$ cat config.mk
export PLATFORM = sky130hd
export DESIGN_NAME = bin_to_bcd_seq
export DESIGN_NICKNAME = d
export VERILOG_FILES = /design/src/rtl/bin_to_bcd_seq.sv
export SDC_FILE = /design/constraint.sdc
export NUM_CORES = 1
export LEC_CHECK = 0
export BUFFER_PORTS_ARGS = -buffer_cell sky130_fd_sc_hd__buf_2
export CAP_MARGIN = 30
export CORE_ASPECT_RATIO = 1.1
export CORE_UTILIZATION = 35
export DETAILED_ROUTE_END_ITERATION = 6
export PLACE_DENSITY_LB_ADDON = 0.15
export SKIP_CTS_REPAIR_TIMING = 1
export SYNTH_ARGS = -nofsm -noshare
export SYNTH_HDL_FRONTEND = slang
export SYNTH_SLANG_ARGS = --single-unit
$ cat constraint.sdc
create_clock -name clock -period 2.2 [get_ports clock]
set_input_delay 0.22 -clock clock [delete_from_list [all_inputs] [get_ports clock]]
set_output_delay 0.22 -clock clock [all_outputs]
set_load 0.05 [all_outputs]
$ cat src/rtl/bin_to_bcd_seq.sv
// Sequential binary-to-BCD converter: iterative double-dabble, one input bit per clock,
// with a start/done handshake so one instance can be time-shared across several values.
module bin_to_bcd_seq #(
    parameter int unsigned WIDTH  = 8,
    parameter int unsigned DIGITS = 3
) (
    input  logic                  clock,
    input  logic                  reset,
    input  logic                  start,
    input  logic [WIDTH-1:0]      bin_in,
    output logic                  busy,
    output logic                  done,
    output logic [4*DIGITS-1:0]   bcd_out,
    output logic                  overflow
);

    localparam int unsigned CW = (WIDTH > 1) ? $clog2(WIDTH) : 1;

    typedef enum logic [1:0] {
        IDLE,
        SHIFT,
        DONE
    } state_t;

    state_t                state, state_next;
    logic [WIDTH-1:0]      bin_reg, bin_next;
    logic [4*DIGITS-1:0]   scratch, scratch_next, adjusted;
    logic                  ovf, ovf_next;
    logic [CW-1:0]         cnt, cnt_next;
    logic [4*DIGITS-1:0]   bcd_next;
    logic                  overflow_next;

    // Add-3 correction on every digit in parallel; a 4-bit digit <= 9 stays <= 12 here.
    always_comb begin
        adjusted = scratch;
        for (int unsigned i = 0; i < DIGITS; i++) begin
            if (scratch[4*i +: 4] >= 4'd5)
                adjusted[4*i +: 4] = scratch[4*i +: 4] + 4'd3;
        end
    end

    always_comb begin
        state_next    = state;
        bin_next      = bin_reg;
        scratch_next  = scratch;
        ovf_next      = ovf;
        cnt_next      = cnt;
        bcd_next      = bcd_out;
        overflow_next = overflow;
        busy          = 1'b0;
        done          = 1'b0;

        case (state)
            IDLE: begin
                if (start) begin
                    bin_next     = bin_in;
                    scratch_next = '0;
                    ovf_next     = 1'b0;
                    cnt_next     = CW'(WIDTH - 1);
                    state_next   = SHIFT;
                end
            end

            SHIFT: begin
                busy         = 1'b1;
                scratch_next = {adjusted[4*DIGITS-2:0], bin_reg[WIDTH-1]};
                bin_next     = {bin_reg[WIDTH-2:0], 1'b0};
                // A bit leaving the top digit means the value no longer fits in DIGITS digits.
                ovf_next     = ovf | adjusted[4*DIGITS-1];
                if (cnt == '0) begin
                    state_next    = DONE;
                    bcd_next      = scratch_next;
                    overflow_next = ovf_next;
                end else begin
                    cnt_next = cnt - 1'b1;
                end
            end

            DONE: begin
                done       = 1'b1;
                state_next = IDLE;
                if (start) begin
                    bin_next     = bin_in;
                    scratch_next = '0;
                    ovf_next     = 1'b0;
                    cnt_next     = CW'(WIDTH - 1);
                    state_next   = SHIFT;
                end
            end

            default: state_next = IDLE;
        endcase
    end

    always_ff @(posedge clock) begin
        if (reset) begin
            state    <= IDLE;
            bin_reg  <= '0;
            scratch  <= '0;
            ovf      <= 1'b0;
            cnt      <= '0;
            bcd_out  <= '0;
            overflow <= 1'b0;
        end else begin
            state    <= state_next;
            bin_reg  <= bin_next;
            scratch  <= scratch_next;
            ovf      <= ovf_next;
            cnt      <= cnt_next;
            bcd_out  <= bcd_next;
            overflow <= overflow_next;
        end
    end

endmodule
# Yosys cells after proc, flatten, opt, wreduce, memory -nomap -nowiden
# Cells that the tools add are included.
# Widths: inputs -> output; s select.
# classes
add_sub_neg	4
order_cmp	3
n_eq_ne	6
muxes	18
bitwise_logic	1
n_reduce_logical	8
# ops
cell	n
$pmux 12 s2	1
$pmux 8 s2	1
$add 4x2->4 const B	3
$ge 4x3->1 const B	3
$mux 12	1
$mux 4	3
$mux 8	1
$mux 3	2
$ne 2x2->1 const B	3
$pmux 2 s3	1
$pmux 3 s2	1
$reduce_and 2->1	3
$mux 1	4
$mux 2	2
$logic_not 3->1	1
$reduce_and 3->1	1
$sub 3x1->3 const B	1
$eq 2x1->1 const B	1
$eq 2x2->1 const B	1
$logic_not 2->1	1
$ne 2x1->1 const B	1
$pmux 1 s2	1
$reduce_bool 2->1	1
$reduce_or 2->1	1
$or 1x1->1	1
# totals
register_bits	39
in_bits	11
out_inout_bits	15
elab_cells	47

# Longest topological paths before layout
# Gate-level depths: netlist of the first run.
# logic_depth
word_depth	4
depth_mapped	7
ltp_nobuf	6

# Worst setup path before layout of the first run
# Ideal clock, no wire load.
# synth_path
path_kind	reg2reg
start	reg scratch[8]
end	reg scratch[9]
setup_time_ps	95
arrival_time_ps	1507
t_required_ps	2105
path_slack_ps	598
path_stages_with_launch	7
n_path_buf	0
synth_period_minus_slack_ps	1602
path_cell_list	dfxtp_1 > inv_1 > ha_1 > nor2b_1 > o21ba_1 > or4_1 > o311ai_1
# synth_via
elab_chain_len	3
elab_cells_between_ends	4
classes_between	add/sub (1); order compare (1); mux (2)
# synth_rtl
element	line_no	rtl
start: declaration	27	logic [4*DIGITS-1:0] scratch, scratch_next, adjusted;
start signal: assignment	107	scratch <= scratch_next;
$add 4x2->4 or $ge 4x3->1 (tied branches)	38, 37	
$mux 4 (*)	37	if (scratch[4*i +: 4] >= 4'd5)
$pmux 12 s2 (*)	53	case (state)
# Every way passes the cells marked *; elsewhere a longest branch is shown, timed or not.
# A chain may end at the register's enable or synchronous reset.

# Worst setup path in the final report of the first run
# Same ends and word-level chain as after synthesis.

==> results of run 1 <==
[layer usage]
layer / up-vias / share of wire (%) / global-route usage, %
met5: - / 0 / 0
met4: 0 / 2.3 / 8.40
met3: 8 / 4.1 / 3.21
met2: 30 / 44 / 23.1
met1: 666 / 50 / 20.5
li1: 772 / - / -
[cells by family after synthesis]
kind of cell | Yosys count | synth area share, %
AO/OA/AOI/OAI | 47 | 17.5
XOR/XNOR | 2 | 0.947
adder cells (fa/ha/maj) | 8 | 5.41
buffers and inverters | 25 | 6.63
flip-flops | 39 | 42.2
multiplexers | 11 | 6.16
AND/OR/NAND/NOR | 73 | 21.2
[area by class of cell]
class / count / share of cell area [%]
Multi-Input combinational cell: 141 / 45.5
Sequential cell: 39 / 37.5
Tap cell: 58 / 3.49
Timing Repair Buffer: 29 / 7.46
Clock buffer: 6 / 3.49
Inverter: 13 / 2.59
[per-stage QoR]
| step | hold slack (ps) | setup WS (ps) | total power [mW] |
|---|---|---|---|
| final | 190 | 403 | 1.45 |
| after global routing | 212 | 263 | 1.54 |
| after CTS | 188 | 440 | 1.48 |
| after detailed placement | 450 | 467 | 1.02 |
| after global placement | 449 | 481 | 1.03 |
| after floorplan | 381 | 598 | 0.971 |
[power groups by stage]
stage               registers, mW  clock network (mW)  logic (mW)
global placement            0.778                   0       0.248
detailed placement          0.778                   0       0.247
finish                      0.761               0.445       0.244
CTS                         0.762               0.469       0.248
global route                0.767               0.496       0.274
floorplan                   0.807                   0       0.164
[path summary, 6_finish.rpt]
| kind | start | endpoint | slack (ps) | depth (start not counted) |
|---|---|---|---|---|
| max | scratch[8] | scratch[9] | 400 | 6 |
| min reg2reg | bcd_out[0] | bcd_out[0] | 470 | 2 |
| max reg2reg | scratch[8] | scratch[9] | 400 | 6 |
| min | bin_in[0] | bin_reg[0] | 190 | 3 |
[worst min-delay path, stage by stage]
cell and delay [ps]:
buf_2 80, a22oi_1 70, nor2_1 80
[cell usage in the layout (no fill, tap or decap), types with 2 or more instances in the layout]
| cell type | netlist | layout |
|---|---|---|
| a211oi_1 | 13 | 13 |
| a21oi_1 | 8 | 8 |
| a22oi_1 | 2 | 2 |
| and2_1 | 3 | 3 |
| buf_2 | 4 | 25 |
| buf_4 | 3 | 4 |
| clkbuf_8 | 0 | 5 |
| dfxtp_1 | 39 | 39 |
| ha_1 | 8 | 8 |
| inv_1 | 11 | 11 |
| mux2_1 | 3 | 3 |
| mux2i_1 | 8 | 8 |
| nand2_1 | 7 | 7 |
| nand2b_1 | 4 | 4 |
| nand3_1 | 4 | 4 |
| nand3b_1 | 6 | 6 |
| nor2_1 | 19 | 19 |
| nor2b_1 | 4 | 4 |
| nor3_1 | 16 | 16 |
| nor3b_1 | 3 | 3 |
| o21ai_0 | 8 | 8 |
| o21ai_1 | 5 | 5 |
| o21ba_2 | 2 | 2 |
| o32ai_1 | 5 | 5 |
| or4_1 | 2 | 2 |
| xnor2_1 | 2 | 2 |
==> flow_metrics.env, run 1 <==
export IMPL_slowest_stage="dfxtp_1"
export IMPL_wl_per_cell_microns=13.7
export IMPL_final_util_pct=41.3
export IMPL_instances_no_fill=286
export IMPL_start_util_pct=36.7
export IMPL_crit_path_cell_trace="inv_1 -> ha_1 -> nor2b_1 -> o21ba_1 -> or4_1 -> o311ai_1"
export IMPL_cts_buffer_depth=2
export IMPL_fmax_ghz=0.557
export IMPL_gp_congestion=0.797
export IMPL_antenna_found_initial=0
export IMPL_worst_slew_pin_slew_ps=588
export IMPL_cp_end_kind="flop"
export IMPL_synth_ff_type="dfxtp_1"
export IMPL_vias_per_cell=5.16
export IMPL_ys_seq_area_share_pct=42.2
export IMPL_synth_area_leaders="dfxtp_1, ha_1, a211oi_1"
export IMPL_yosys_warnings=0
export IMPL_drt_total_wl_microns=3900
export IMPL_io_pins=26
export IMPL_core_area_sq_um=5030
export IMPL_cp_max_fo=7
export IMPL_grt_pass1_wl_microns=6640
export IMPL_finClkSkew_ps=6.47
export IMPL_ir_worst_vdd_mv=0.407
export IMPL_seqPwrFrac_pct=52.5
export IMPL_synth_top_cell_by_area="dfxtp_1"
export IMPL_insertedDiodeCount=0
export IMPL_intPower_mw=1.03
export IMPL_p_sw_share_pct=28.6
export IMPL_dieArea_sq_um=5580
export IMPL_hold_class="in2reg"
export IMPL_rows=27
export IMPL_grt_max_degree=33
export IMPL_ys_ff_latch=39
export IMPL_die_w_microns=71.3
export IMPL_dr_pass1_iters=6
export IMPL_placedCellCount=280
export IMPL_outcome="complete, but fails checks"
export IMPL_syn2layout_area_growth_pct=12.5
export IMPL_synth_fp_nets=224
export IMPL_synth_distinct_cells=38
export IMPL_ant_nets=0
export IMPL_synth_avg_cell_area_sq_um=9.02
export IMPL_synth_commonest_cells="dfxtp_1, nor2_1, nor3_1"
export IMPL_nets=248
export IMPL_multi_input_area_sq_um=946
export IMPL_synth_area_sq_um=1850
export IMPL_drt_iter0_drc=86
export IMPL_clock_sinks=39
export IMPL_switchingPower_mw=0.415
export IMPL_powerDensity_nw_per_um2=697
export IMPL_final_setup_tns_ps=0
export IMPL_rsz0062_at_grt="false"
export IMPL_vias=1476
export IMPL_failed_checks="DRC"
export IMPL_power_leakage_nw=0.782
export IMPL_slowest_delay_ps=440
export IMPL_synth_most_common_cell="dfxtp_1"
export IMPL_cts_max_level=2
export IMPL_startpoint_type="flop"
export IMPL_finalCritPeriodShare_pct=81.7
export IMPL_drc=2
export IMPL_required_ps=2400
export IMPL_clock_root_buffer="clkbuf_8"
export IMPL_stdcell_area_sq_um=2080
export IMPL_cts_buffers=5
export IMPL_grt_ovfl_total=0
export IMPL_hpwl_microns=2640
export IMPL_seqCellArea_sq_um=781
export IMPL_placed_area_sq_um=2010
export IMPL_maxCapViolations=0
export IMPL_fillers=521
export IMPL_setup_viol=0
export IMPL_criticalPathCategory="reg2reg"
export IMPL_pwr_share_comb_pct=16.8
export IMPL_post_route_min_period_ps=1800
export IMPL_path_buf_inv=1
export IMPL_ys_async_sr_fraction_pct=0
export IMPL_port_buffers=25
export IMPL_crit_arrival_ps=1990
export IMPL_synth_edf_count=0
export IMPL_relSlewSlack_pct=60.8
export IMPL_finalHoldViolations=0
export IMPL_clkLatencyLatePin_ps=290
export IMPL_critPathTopFamily="simple AND/OR/NAND/NOR gates"
export IMPL_grt_pass1_vias=1387
export IMPL_die_y_microns=78.2
export IMPL_syn_inst=205
export IMPL_drive_above_1_share_pct=18.4
export IMPL_cts_tree="done"
export IMPL_slew_viol_final=0
export IMPL_synth_top_area_share_pct=42.2
export IMPL_clk_pin_slew_ps=70
export IMPL_gr_usage_all_layers_pct=15.4
export IMPL_clockPowerShare_pct=30.7
Note: power is estimated with default switching activity, not from simulation.
==> run 2: changes to the inputs <==
==> constraint.sdc (replaced) <==
create_clock -name clock -period 1.7 [get_ports clock]
set_input_delay 0.17 -clock clock [delete_from_list [all_inputs] [get_ports clock]]
set_output_delay 0.17 -clock clock [all_outputs]
set_load 0.05 [all_outputs]
==> flow_metrics.env, run 2 (synthesized netlist as in run 1, its figures left out) <==
export IMPL_outcome="complete, but fails checks"
export IMPL_failed_checks="DRC"
export IMPL_dieArea_sq_um=5580
export IMPL_setup_viol=0
export IMPL_worstHoldStart="bin_in[0]"
export IMPL_post_route_min_period_ps=1620
export IMPL_drive_above_1_share_pct=21.7
export IMPL_gp_congestion=0.825
export IMPL_insertedDiodeCount=0
export IMPL_fin_ws_ps=84.8
export IMPL_ant_nets=0
export IMPL_start_util_pct=36.7
export IMPL_antenna_found_initial=0
export IMPL_drt_total_wl_microns=4010
export IMPL_clkLatencyLatePin_ps=290
export IMPL_worst_slew_pin_slew_ps=412
export IMPL_cts_buffer_depth=2
export IMPL_cts_buffers=5
export IMPL_syn2layout_area_growth_pct=15.1
export IMPL_grt_max_degree=23
export IMPL_final_setup_tns_ps=0
export IMPL_io_pins=26
export IMPL_grt_pass1_wl_microns=6840
export IMPL_hold_class="in2reg"
export IMPL_clk_pin_slew_ps=80
export IMPL_clock_sinks=39
export IMPL_layout_common_cells="dfxtp_1, buf_2, nor2_1, nor3_1, a211oi_1"
export IMPL_crit_arrival_ps=1820
export IMPL_regToRegStartpoint="scratch[0]"
export IMPL_vias_per_cell=5.11
export IMPL_fmax_ghz=0.619
export IMPL_powerDensity_nw_per_um2=903
export IMPL_wl_per_cell_microns=13.7
export IMPL_clock_root_buffer="clkbuf_8"
export IMPL_vias=1497
export IMPL_hpwl_microns=2800
export IMPL_fillers=520
export IMPL_power_leakage_nw=0.810
export IMPL_final_common_cell="dfxtp_1"
export IMPL_nets=253
export IMPL_cp_end_kind="flop"
export IMPL_drt_iter0_drc=64
export IMPL_maxCapViolations=0
export IMPL_ir_worst_vdd_mv=0.471
export IMPL_die_y_microns=78.2
export IMPL_rsz0062_at_grt="false"
export IMPL_startpoint_type="flop"
export IMPL_criticalPathCategory="reg2reg"
export IMPL_holdPathEnd="bin_reg[0]"
export IMPL_dr_pass1_iters=6
export IMPL_finalHoldViolations=0
export IMPL_r2r_end="scratch[2]"
export IMPL_whs_path_depth=3
export IMPL_grt_ovfl_total=0
export IMPL_gr_usage_all_layers_pct=15.9
export IMPL_die_w_microns=71.3
export IMPL_relSlewSlack_pct=72.5
export IMPL_grt_pass1_vias=1447
export IMPL_drc=2
export IMPL_cp_max_fo=5
export IMPL_port_buffers=25
export IMPL_ff2ff_setup_slack_ps=80
export IMPL_required_ps=1900
export IMPL_core_area_sq_um=5030
export IMPL_r2r_cells=6
export IMPL_finClkSkew_ps=6.42
export IMPL_pre_cts_ws_ps=102
export IMPL_rows=27
export IMPL_finalCritPeriodShare_pct=95.0
export IMPL_slew_viol_final=0
export IMPL_cts_tree="done"
export IMPL_cts_max_level=2
[run 2: changes by cell type in the layout (fill, tap and decap cells not counted), sizes merged]
cell    change
clkbuf      +1
clkinv      +1
buf         +5
[run 2: how the worst max path moves through the flow]
stage               startpoint  slack [ps]  depth (start not counted)          end
CTS                 scratch[0]          90                          6   scratch[2]
global placement    scratch[8]         140                          6  scratch[10]
global route        scratch[0]          10                          6   scratch[2]
detailed placement  scratch[4]         100                          6   scratch[6]
floorplan           scratch[8]         100                          6   scratch[9]
finish              scratch[0]          80                          6   scratch[2]
[run 2: final cells by class]
type | count | area, sq um | area share, %
Clock inverter | 1 | 5.00 | 0.235
Multi-Input combinational cell | 141 | 946 | 44.4
Timing Repair Buffer | 34 | 193 | 9.05
Tap cell | 58 | 72.6 | 3.41
Sequential cell | 39 | 782 | 36.7
Clock buffer | 7 | 76.3 | 3.59
Inverter | 13 | 53.8 | 2.53
[run 2: worst max-delay path: stages (launching register included)]
cell     delay (ps)
dfxtp_1         370
inv_1            90
ha_1            250
nor2b_1         160
o21ba_2         210
mux2_1          340
o32ai_1         110
[run 2: metrics by stage]
step	utilization [%]	power, mW	hold WS (ps)	instance area [sq um]	instances
floorplan	-	1.26	331	1850	205
global placement	40.6	1.33	432	2050	285
detailed placement	40.6	1.33	435	2050	285
global route	42.3	2.03	178	2130	293
finish	42.3	1.92	140	2130	293
CTS	42.3	1.95	132	2130	293
[run 2: report_power, final]
group          internal (mW)  total [mW]  leakage [nW]  switching [mW]
Clock                  0.288       0.612        0.0422           0.324
Sequential             0.960       0.984         0.318          0.0234
Combinational          0.111       0.325         0.450           0.214
[run 2: routing by layer]
metal	track usage (%)	wire length, microns	part of all wire, %
met5	0	0	0
met4	7.20	71	1.8
met3	4.24	182	4.5
met2	24.3	1680	42
met1	20.9	2070	52
==> run 3: changes to the inputs <==
==> constraint.sdc (replaced) <==
create_clock -name clock -period 1.8 [get_ports clock]
set_input_delay 0.18 -clock clock [delete_from_list [all_inputs] [get_ports clock]]
set_output_delay 0.18 -clock clock [all_outputs]
set_load 0.05 [all_outputs]
==> flow_metrics.env, run 3 (synthesized netlist as in run 1, its figures left out) <==
export IMPL_outcome="complete, but fails checks"
export IMPL_failed_checks="DRC"
export IMPL_cts_tree="done"
export IMPL_post_route_min_period_ps=1650
export IMPL_die_w_microns=71.3
export IMPL_grt_pass1_vias=1461
export IMPL_dr_pass1_iters=7
export IMPL_wl_per_cell_microns=13.7
export IMPL_clock_root_buffer="clkbuf_8"
export IMPL_powerDensity_nw_per_um2=852
export IMPL_crit_arrival_ps=1850
export IMPL_finClkSkew_ps=4.88
export IMPL_fin_ws_ps=151
export IMPL_seqPwrFrac_pct=52.1
export IMPL_r2r_cells=6
export IMPL_nets=250
export IMPL_port_buffers=25
export IMPL_pre_cts_ws_ps=143
export IMPL_ir_worst_vdd_mv=0.413
export IMPL_drt_iter0_drc=61
export IMPL_cp_max_fo=5
export IMPL_power_leakage_nw=0.791
export IMPL_ff2ff_setup_slack_ps=150
export IMPL_fillers=514
export IMPL_insertedDiodeCount=0
export IMPL_regToRegStartpoint="scratch[0]"
export IMPL_drc=2
export IMPL_r2r_end="scratch[2]"
export IMPL_clk_pin_slew_ps=70
export IMPL_finalHoldViolations=0
export IMPL_layout_common_cells="dfxtp_1, buf_2, nor2_1, nor3_1, a211oi_1"
export IMPL_drt_total_wl_microns=3940
export IMPL_grt_max_degree=31
export IMPL_drive_above_1_share_pct=19.6
export IMPL_switchingPower_mw=0.518
export IMPL_holdPathEnd="bin_reg[0]"
export IMPL_whs_path_depth=3
export IMPL_core_area_sq_um=5030
export IMPL_finalCritPeriodShare_pct=91.6
export IMPL_rsz0062_at_grt="false"
export IMPL_setup_viol=0
export IMPL_worstHoldStart="bin_in[0]"
export IMPL_startpoint_type="flop"
export IMPL_clockPowerShare_pct=31.1
export IMPL_grt_pass1_wl_microns=6840
export IMPL_final_common_cell="dfxtp_1"
export IMPL_dieArea_sq_um=5580
export IMPL_p_sw_share_pct=29.0
export IMPL_syn2layout_area_growth_pct=13.3
export IMPL_antenna_found_initial=0
export IMPL_hold_class="in2reg"
export IMPL_clkLatencyLatePin_ps=290
export IMPL_vias=1501
export IMPL_final_setup_tns_ps=0
export IMPL_intPower_mw=1.27
export IMPL_hpwl_microns=2710
export IMPL_start_util_pct=36.7
export IMPL_criticalPathCategory="reg2reg"
export IMPL_cts_buffers=5
export IMPL_die_y_microns=78.2
export IMPL_cp_end_kind="flop"
export IMPL_cts_buffer_depth=2
export IMPL_pwr_share_comb_pct=16.8
export IMPL_ant_nets=0
export IMPL_cts_max_level=2
export IMPL_worst_slew_pin_slew_ps=548
export IMPL_gp_congestion=0.829
export IMPL_io_pins=26
export IMPL_slew_viol_final=0
export IMPL_maxCapViolations=0
export IMPL_rows=27
export IMPL_gr_usage_all_layers_pct=15.8
export IMPL_required_ps=2000
export IMPL_grt_ovfl_total=0
export IMPL_clock_sinks=39
export IMPL_fmax_ghz=0.606
export IMPL_relSlewSlack_pct=63.5
export IMPL_vias_per_cell=5.21
## run 3: final cells by class
class                   count  area (sq um)  share of cell area [%]
clock buffers               6          72.6                    3.46
inverters                  13          53.8                    2.57
multi-input cells         141           946                    45.1
flip-flops and latches     39           781                    37.3
well taps                  58          72.6                    3.46
repair buffers             31           170                    8.12
## run 3: how the worst max path moves through the flow
stage	to	start	slack (ps)
2_1_floorplan	scratch[9]	scratch[8]	200
3_3_place_gp	scratch[2]	scratch[0]	180
3_5_place_dp	scratch[10]	scratch[9]	140
4_1_cts	scratch[10]	scratch[9]	120
5_1_grt	scratch[2]	scratch[0]	40
6_report	scratch[2]	scratch[0]	150
## run 3: layer usage
layer | global-route usage (%) | share of wire [%] | vias to the layer above
met2 | 24.4 | 45 | 37
met4 | 6.60 | 1.5 | 0
met5 | 0 | 0 | -
met1 | 20.5 | 48 | 674
li1 | - | - | 782
met3 | 4.49 | 5.7 | 8
## run 3: critical path: stages, from the launching register on
cell and delay (ps):
dfxtp_1 380, inv_1 90, ha_1 260, nor2b_1 160, o21ba_2 210, mux2_1 340
o32ai_1 120
## run 3: power by group through the flow
stage	Sequential [mW]	Clock, mW	Combinational (mW)
final	0.930	0.555	0.301
after global routing	0.936	0.604	0.340
after CTS	0.931	0.577	0.306
after detailed placement	0.951	0	0.305
after global placement	0.949	0	0.304
after floorplan	0.986	0	0.200
## run 3: metrics by stage
step | std cells | hold slack, ps | area [sq um] | power [mW] | util [%]
global route | 288 | 187 | 2100 | 1.88 | 41.6
detailed placement | 282 | 440 | 2020 | 1.26 | 40.2
finish | 288 | 146 | 2100 | 1.79 | 41.6
global placement | 282 | 442 | 2020 | 1.25 | 40.2
CTS | 288 | 146 | 2100 | 1.81 | 41.6
floorplan | 205 | 341 | 1850 | 1.19 | -
